$ cat src/rtl/pcs25g_tx_am_dist.sv
// PCS25G transmit path: x^58+x^39+1 payload scrambler, per-lane alignment marker insertion
// and round-robin distribution over 4 PCS lanes. Define PCS25G_TX_ERRINJ_EN for inj_mode error injection.
module pcs25g_tx_am_dist #(
  parameter int unsigned AM_INTERVAL = 16383,
  parameter logic [57:0] SCR_SEED    = 58'h3FFFFFFFFFFFFFF
) (
  input  logic        clk,
  input  logic        rst,
  input  logic [65:0] in_block,
  input  logic        in_valid,
  output logic        in_ready,
  output logic [65:0] out_block,
  output logic [1:0]  out_lane,
  output logic        out_valid,
  input  logic        out_ready,
  input  logic [1:0]  inj_mode
);
  localparam int CNT_W = $clog2(AM_INTERVAL + 1);

  typedef enum logic {ST_AM, ST_DATA} state_t;

  state_t           r_state, w_state_nxt;
  logic [1:0]       r_lane_ptr;
  logic [CNT_W-1:0] r_round_cnt, w_round_inc;
  logic [7:0]       r_bip [4];
  logic [57:0]      r_scr, w_scr_nxt;
  logic [63:0]      w_scr_pay;
  logic [65:0]      r_out_block, w_am_blk, w_am_raw;
  logic [1:0]       r_out_lane, w_sync;
  logic             r_out_valid, w_adv, w_fire_am, w_fire_data, w_last_lane;

  // payload byte k sits at payload[8k+7:8k]: {M0,M1,M2,BIP3,M4,M5,M6,BIP7}
  function automatic logic [65:0] am_block(input logic [1:0] lane, input logic [7:0] bip);
    logic [47:0] m;
    case (lane)
      2'd0:    m = 48'hC16821_3E97DE;
      2'd1:    m = 48'h9D718E_628E71;
      2'd2:    m = 48'h594BE8_A6B417;
      default: m = 48'h4D957B_B26A84;
    endcase
    return {~bip, m[7:0], m[15:8], m[23:16], bip, m[31:24], m[39:32], m[47:40], 2'b01};
  endfunction

  function automatic logic [7:0] fold8(input logic [63:0] p);
    logic [7:0] x;
    x = '0;
    for (int k = 0; k < 8; k++) x = x ^ p[8*k +: 8];
    return x;
  endfunction

  assign w_adv       = ~r_out_valid | out_ready;
  assign in_ready    = w_adv & (r_state == ST_DATA);
  assign w_last_lane = (r_lane_ptr == 2'd3);
  assign w_round_inc = r_round_cnt + 1'b1;
  assign w_am_raw    = am_block(r_lane_ptr, r_bip[r_lane_ptr]);

  // Scrambler consumes payload LSB first; header bits bypass it.
  always_comb begin
    w_scr_nxt = r_scr;
    w_scr_pay = '0;
    for (int i = 0; i < 64; i++) begin
      w_scr_pay[i] = in_block[i+2] ^ w_scr_nxt[38] ^ w_scr_nxt[57];
      w_scr_nxt    = {w_scr_nxt[56:0], w_scr_pay[i]};
    end
  end

`ifdef PCS25G_TX_ERRINJ_EN
  logic r_inj_sync, r_inj_bip, w_inj_sync, w_inj_bip;

  assign w_inj_sync = r_inj_sync | inj_mode[0];
  assign w_inj_bip  = r_inj_bip | inj_mode[1];
  assign w_sync     = w_inj_sync ? 2'b11 : in_block[1:0];
  // only BIP3 bit0 (block bit 26) flips; BIP7 keeps the true value
  assign w_am_blk   = w_am_raw ^ (66'(w_inj_bip) << 26);

  always_ff @(posedge clk) begin
    if (rst) begin
      r_inj_sync <= 1'b0;
      r_inj_bip  <= 1'b0;
    end else begin
      r_inj_sync <= w_inj_sync & ~w_fire_data;
      r_inj_bip  <= w_inj_bip & ~w_fire_am;
    end
  end
`else
  logic w_unused_inj;

  assign w_unused_inj = ^inj_mode;
  assign w_sync       = in_block[1:0];
  assign w_am_blk     = w_am_raw;
`endif

  always_comb begin
    w_state_nxt = r_state;
    w_fire_am   = 1'b0;
    w_fire_data = 1'b0;
    case (r_state)
      ST_AM: begin
        if (w_adv) begin
          w_fire_am = 1'b1;
          if (w_last_lane) w_state_nxt = ST_DATA;
        end
      end
      default: begin
        if (in_valid && in_ready) begin
          w_fire_data = 1'b1;
          if (w_last_lane && (w_round_inc == CNT_W'(AM_INTERVAL))) w_state_nxt = ST_AM;
        end
      end
    endcase
  end

  always_ff @(posedge clk) begin
    if (rst) r_state <= ST_AM;
    else     r_state <= w_state_nxt;
  end

  always_ff @(posedge clk) begin
    if (rst) begin
      r_out_block <= '0;
      r_out_lane  <= '0;
      r_out_valid <= 1'b0;
      r_lane_ptr  <= '0;
      r_round_cnt <= '0;
      r_scr       <= SCR_SEED;
      for (int l = 0; l < 4; l++) r_bip[l] <= '0;
    end else if (w_fire_am) begin
      r_out_block         <= w_am_blk;
      r_out_lane          <= r_lane_ptr;
      r_out_valid         <= 1'b1;
      r_bip[r_lane_ptr]   <= '0;
      r_lane_ptr          <= r_lane_ptr + 2'd1;
      if (w_last_lane) r_round_cnt <= '0;
    end else if (w_fire_data) begin
      r_out_block         <= {w_scr_pay, w_sync};
      r_out_lane          <= r_lane_ptr;
      r_out_valid         <= 1'b1;
      r_bip[r_lane_ptr]   <= r_bip[r_lane_ptr] ^ fold8(w_scr_pay);
      r_scr               <= w_scr_nxt;
      r_lane_ptr          <= r_lane_ptr + 2'd1;
      if (w_last_lane) r_round_cnt <= w_round_inc;
    end else if (w_adv) begin
      r_out_valid <= 1'b0;
    end
  end

  assign out_block = r_out_block;
  assign out_lane  = r_out_lane;
  assign out_valid = r_out_valid;

endmodule

$ cat config.mk
export PLATFORM = sky130hd
export DESIGN_NAME = pcs25g_tx_am_dist
export DESIGN_NICKNAME = d
export VERILOG_FILES = /design/src/rtl/pcs25g_tx_am_dist.sv
export SDC_FILE = /design/constraint.sdc
export NUM_CORES = 1
export LEC_CHECK = 0
export CORE_ASPECT_RATIO = 0.75
export CORE_MARGIN = 2
export CORE_UTILIZATION = 40
export DETAILED_ROUTE_END_ITERATION = 8
export HOLD_SLACK_MARGIN = 0.02
export SLEW_MARGIN = 25
export SYNTH_ARGS = -nofsm -noshare
export SYNTH_HDL_FRONTEND = slang
export SYNTH_SLANG_ARGS = --single-unit
$ cat constraint.sdc
create_clock -name clk -period 4.45 [get_ports clk]
set_clock_uncertainty 0.1 [all_clocks]
set_input_delay 0.6675 -clock clk [delete_from_list [all_inputs] [get_ports clk]]
set_output_delay 0.6675 -clock clk [all_outputs]
set_load 0.1 [all_outputs]
Word-level counts from Yosys, hierarchy flattened
Memories as Yosys holds them, arrays and structs flattened. A register that Yosys moved wholly into a read port is not among the register bits.
Cells that the tools add are included.

storage, ports and cells
  flip-flop bits (word level) = 144
  output and inout bits = 70
  input bits = 72
  memories kept = 1
  bits in writable memories = 32
  logic and storage cells = 204

cells by class
  bitwise logic cells = 142
  eq/ne operators = 4
  add/subtract/negate cells = 2
  reductions and logical operators = 9
  mux-type cells = 38

memories
  memory  depth  bits a word  rd ports  clocked after Yosys merged registers in  wr ports  line  RTL
  r_bip   4      8            1         1                                        4         25    logic [7:0] r_bip [4];

operators with widths
  operator                 count
  $pmux W48 S3             1
  $mux W66                 2
  $xor A1 B1 Y1            128
  $xor A8 B8 Y8            8
  $mux W14                 4
  $mux W1                  22
  $mux W8                  2
  $add A14 B1 Y14 const B  1
  $eq A14 B14 Y1 const B   1
  $mux W2                  7
  $not A8 Y8               1
  $reduce_or A8 Y1         1
  $eq A2 B2 Y1 const B     2
  $reduce_and A2 Y1        2
  $reduce_bool A3 Y1       1
  $add A2 B1 Y2 const B    1
  $eq A2 B1 Y1 const B     1
  $logic_and A1 B1 Y1      2
  $logic_not A2 Y1         1
  $not A1 Y1               2
  $or A1 B1 Y1             2
  $reduce_bool A2 Y1       1
  $reduce_or A2 Y1         1
  $and A1 B1 Y1            1

Depth between registers and ports, before layout
  depth in word-level cells = 13
  mapped depth = 8
  depth with buffers taken out = 7

Worst setup path after synthesis
No wires, ideal clock.

  path type = register to output
  start = register r_out_valid (netlist: out_valid)
  end = output port in_ready
  cell stages (with the launch flop) = 4
  buffers on the path = 1
  required time = 3682 ps
  arrival time = 2374 ps
  slack = 1308 ps
  path through = dfxtp_1 -> nor2b_1 -> clkbuf_1 -> nor2_1

between the ends
  cells in the longest elaborated chain, start to end = 3

ends and longest elaborated chain
  item                      line  RTL
  start: declaration        30    logic r_out_valid, w_adv, w_fire_am, w_fire_data, w_last_lane;
  start signal: assignment  122   r_out_valid <= 1'b0;
  start signal: assignment  130   r_out_valid <= 1'b1;
  start signal: assignment  137   r_out_valid <= 1'b1;
  $not A1 Y1                51    assign w_adv = ~r_out_valid | out_ready;
  $or A1 B1 Y1              51
  $and A1 B1 Y1             52    assign in_ready = w_adv & (r_state == ST_DATA);
  end: declaration          11    output logic in_ready,

No other way between the ends.

Final worst setup path
  start = input port out_ready
  end = output port in_ready

between the ends
  cells in the longest elaborated chain, start to end = 2

ends and longest elaborated chain
  item                line  RTL
  start: declaration  15    input logic out_ready,
  $or A1 B1 Y1        51
  $and A1 B1 Y1       52

No other way between the ends.

==> results.md <==
- Cell family with most CP delay: simple AND/OR/NAND/NOR gates
- Rows: between 40 and 50
- Final nets: roughly 1,100
- Cts hold-fix bufs: 0
- Width of the die: between 150 and 200 um
- Antenna violations before repair: 0
- Met2 usage: 0.3499
- Routed WL: between 20,000 and 30,000 um
- DR vias: ~7,300
- Pre-antenna DRT Iters: 6
- Launch point of the worst path: out_ready
- H-tree lvl count: 4
- Worst Tran Pin Value: 1.029 ns
- Post-route setup TNS: 0 ns
- Met1 usage: 0.3822
- Fin. Hold Viols: 0
- Detailed placer's ending HPWL: 21,160 um
- F_max: approximately 340 MHz
- Post-route antenna net violation count: 0
- Die area: ~24,000 um^2
- Final Util: 0.5096
- Gr usage total: 0.2479
- Crit-path max FO: 8
- DRC Markers: 0
- Routability congestion estimate: slightly below 0.9
- Starting DRT DRC Count: 899
- Clk Latency, worst-skew pair: around 0.45 ns
- Initial Utilization: 0.4091
- CP Capture Type: output port
- Fin crit share: 0.6604
- Asr flop ratio synth: 0
- # port buffers: 139
- Clk slew on worst S/H paths: about 0.07 ns
- Clock buffer depth: 2
- Worst path slowest cell: nor2b_1
- Largest net degree at the start of global routing: ~70
- Vias in the first global route: approximately 6,700
- Fin crit period: slightly below 3 ns
- Average size of a mapped cell: between 10 and 15 um^2
- Final global-route overflow total: 0
- Maximum VDD drop: approximately 0.33 mV
- Post-synth EDFFs: 32
- Pins Over Slew Limit: 0
- First-pass GRT wire length: 42,770 um
- Busiest grt layer: met1
- CTS sink count: about 180
- Worst path arrival time: between 2 and 2.5 ns
- Worst path max stage delay: a little under 0.7 ns
- Hold Startpoint: out_lane[1]
- Core ar.: roughly 22,000 um^2
- P_leak: between 4 and 5 nW
- Area Overhead vs Synth: 24.57%
- WP data required: 3.68 ns
- Top Ports: ~140
- Clk root buf: clkbuf_16
- Vias per std cell: around 5.6
- Startpoint Class: input port
- CTS tree: yes
- Setup-failing EPs final: 0
- Cell Area, Synth: roughly 9000 um^2
- Most used flip-flop cell after synthesis: dfxtp_1
- Hold Path Class: flop to flop
- Seq/Total Area, Yosys: 0.4294
- Setup CP Type: input port to output port
- WP buf/inv: 2
- Seq cells post-synth: approximately 180
- Slew margin rel.: 0.3119
- Post-cts gate resize count: 0
- Pwr Density: around 450 nW/um^2
- Synthesized Nets: between 900 and 1,000
- Met3 Use GR: 0.05556
- Worst-path cell chain: clkdlybuf4s50_1, nor2b_1, nor2_1, buf_4
- CTS buffer count: 17
- Setup bufs post-CTS: 0
- Post-Synthesis Cells: between 800 and 900
- FILL cells: about 2,100
- Yosys Warn Count: 0
- Max-Cap Viols: 0
- # diodes: 0
- Die Ht: about 130 um
- Run status: finished, final reports clean
- RSZ-0062 raised after global routing: false
- Layout cells sized above 1: 0.06126
- Wire length per cell: about 22 um
- Synth cell types: 56
[cell usage in the layout (no fill, tap or decap), drive strengths merged, types with 4 or more instances in the layout]
cell	synthesis	routed
a22oi	4	4
or3	4	4
nand2	98	98
a31oi	6	6
xnor2	85	85
buf	11	12
nor3	12	12
xor2	18	18
dfxtp	146	146
nor2	86	86
nand3	9	9
xor3	8	8
clkdlybuf4s50	0	137
o211ai	14	14
edfxtp	32	32
ha	10	10
mux4	8	8
mux2i	4	4
clkinv	1	6
xnor3	44	44
and4	4	4
inv	5	10
a21oi	89	89
a221oi	12	12
a211o	9	9
nand2b	24	24
and2	5	5
clkbuf	42	18
a211oi	6	6
a311oi	5	5
a222oi	4	4
o21ai	54	54
[sequential cells by signal, summed over array words and instances, names as in the netlist, named ones only]
name and count:
out_block 66, out_lane 2, out_valid 1, r_bip 32
r_lane_ptr 2, r_round_cnt 14, r_scr 58, r_state 1
[path summary, 6_finish.rpt]
check             cells past startpoint           to  slack [ns]
setup / recovery                      4     in_ready        1.51
hold reg to reg                       2  out_lane[1]        0.36
setup reg to reg                      5  r_bip[1][5]        1.55
hold / removal                        2  out_lane[1]        0.36
[power breakdown]
part / leakage (nW) / internal, mW / total, mW / switching (mW)
Clock: 0.274 / 0.790 / 1.51 / 0.716
Sequential: 1.54 / 1.76 / 1.85 / 0.0907
Combinational: 2.71 / 0.616 / 1.76 / 1.14
Total: 4.52 / 3.16 / 5.11 / 1.95
[logic make-up (layout without fill, tap and decap cells)]
group           Yosys count  in the layout  share of synthesized area
flops                   178            178                     0.4294
simple gates            255            255                     0.1251
buf+inv                  59            187                    0.02587
fa+ha+maj                10             10                    0.01383
compound gates          214            214                     0.1426
mux                      13             13                    0.02767
xor+xnor                155            155                     0.2356
[synth_stat cells, drive strengths merged (2+ instances only)]
| library cell | count | area share |
|---|---|---|
| dfxtp | 146 | 0.32 |
| ha | 10 | 0.014 |
| o211ai | 14 | 0.012 |
| nand4 | 2 | 0.0014 |
| nor3 | 12 | 0.0072 |
| a21oi | 89 | 0.049 |
| a22oi | 4 | 0.0033 |
| or3 | 4 | 0.0028 |
| nand3 | 9 | 0.0050 |
| xor3 | 8 | 0.021 |
| xor2 | 18 | 0.017 |
| mux4 | 8 | 0.022 |
| nand2 | 98 | 0.041 |
| nor2 | 86 | 0.036 |
| nor4 | 3 | 0.0021 |
| a31oi | 6 | 0.0042 |
| nand3b | 2 | 0.0017 |
| edfxtp | 32 | 0.11 |
| a2bb2oi | 2 | 0.0019 |
| xnor3 | 44 | 0.11 |
| nand4b | 2 | 0.0019 |
| and4 | 4 | 0.0039 |
| mux2i | 4 | 0.0044 |
| nand2b | 24 | 0.017 |
| o31ai | 2 | 0.0017 |
| a221oi | 12 | 0.012 |
| o22ai | 2 | 0.0014 |
| o21ai | 54 | 0.030 |
| inv | 5 | 0.0021 |
| a222oi | 4 | 0.0044 |
| a211o | 9 | 0.0087 |
| xnor2 | 85 | 0.087 |
| a211oi | 6 | 0.0050 |
| and3 | 2 | 0.0014 |
| clkbuf | 42 | 0.018 |
| a311oi | 5 | 0.0048 |
| buf | 11 | 0.0058 |
| and2 | 5 | 0.0035 |
[per-stage QoR]
step,total power [mW],worst slack (ns),area [um^2],hold slack (ns),cells
2_1_floorplan,3.127,1.308,9045,0.3389,884
3_3_place_gp,3.622,1.137,10690,0.3437,1274
3_5_place_dp,3.623,1.160,10690,0.3491,1274
4_1_cts,5.117,1.506,11270,0.3591,1306
5_1_grt,5.273,1.416,11270,0.3919,1306
6_report,5.109,1.511,11270,0.3562,1306
[tightest hold or removal path, cell delays in order (launching register included)]
cell and delay (ns):
dfxtp_1 0.31, nand2_1 0.05, a21oi_1 0.05
[layer usage]
| layer | wire, um | share of wire |
|---|---|---|
| met1 | 13860 | 0.48 |
| met2 | 12170 | 0.42 |
| met3 | 2614 | 0.090 |
| met4 | 351 | 0.012 |
| met5 | 0 | 0 |
[final cells by class]
type,instances,area (um^2),area share
flip-flops and latches,178,3884,0.3447
well taps,294,367.9,0.03265
repair buffers,149,1461,0.1297
clock inverters,14,148.9,0.01321
clock buffers,18,429.2,0.03809
inverters,6,22.52,0.001999
multi-input cells,647,4954,0.4396
No activity file was read; power rests on OpenSTA's default activity.
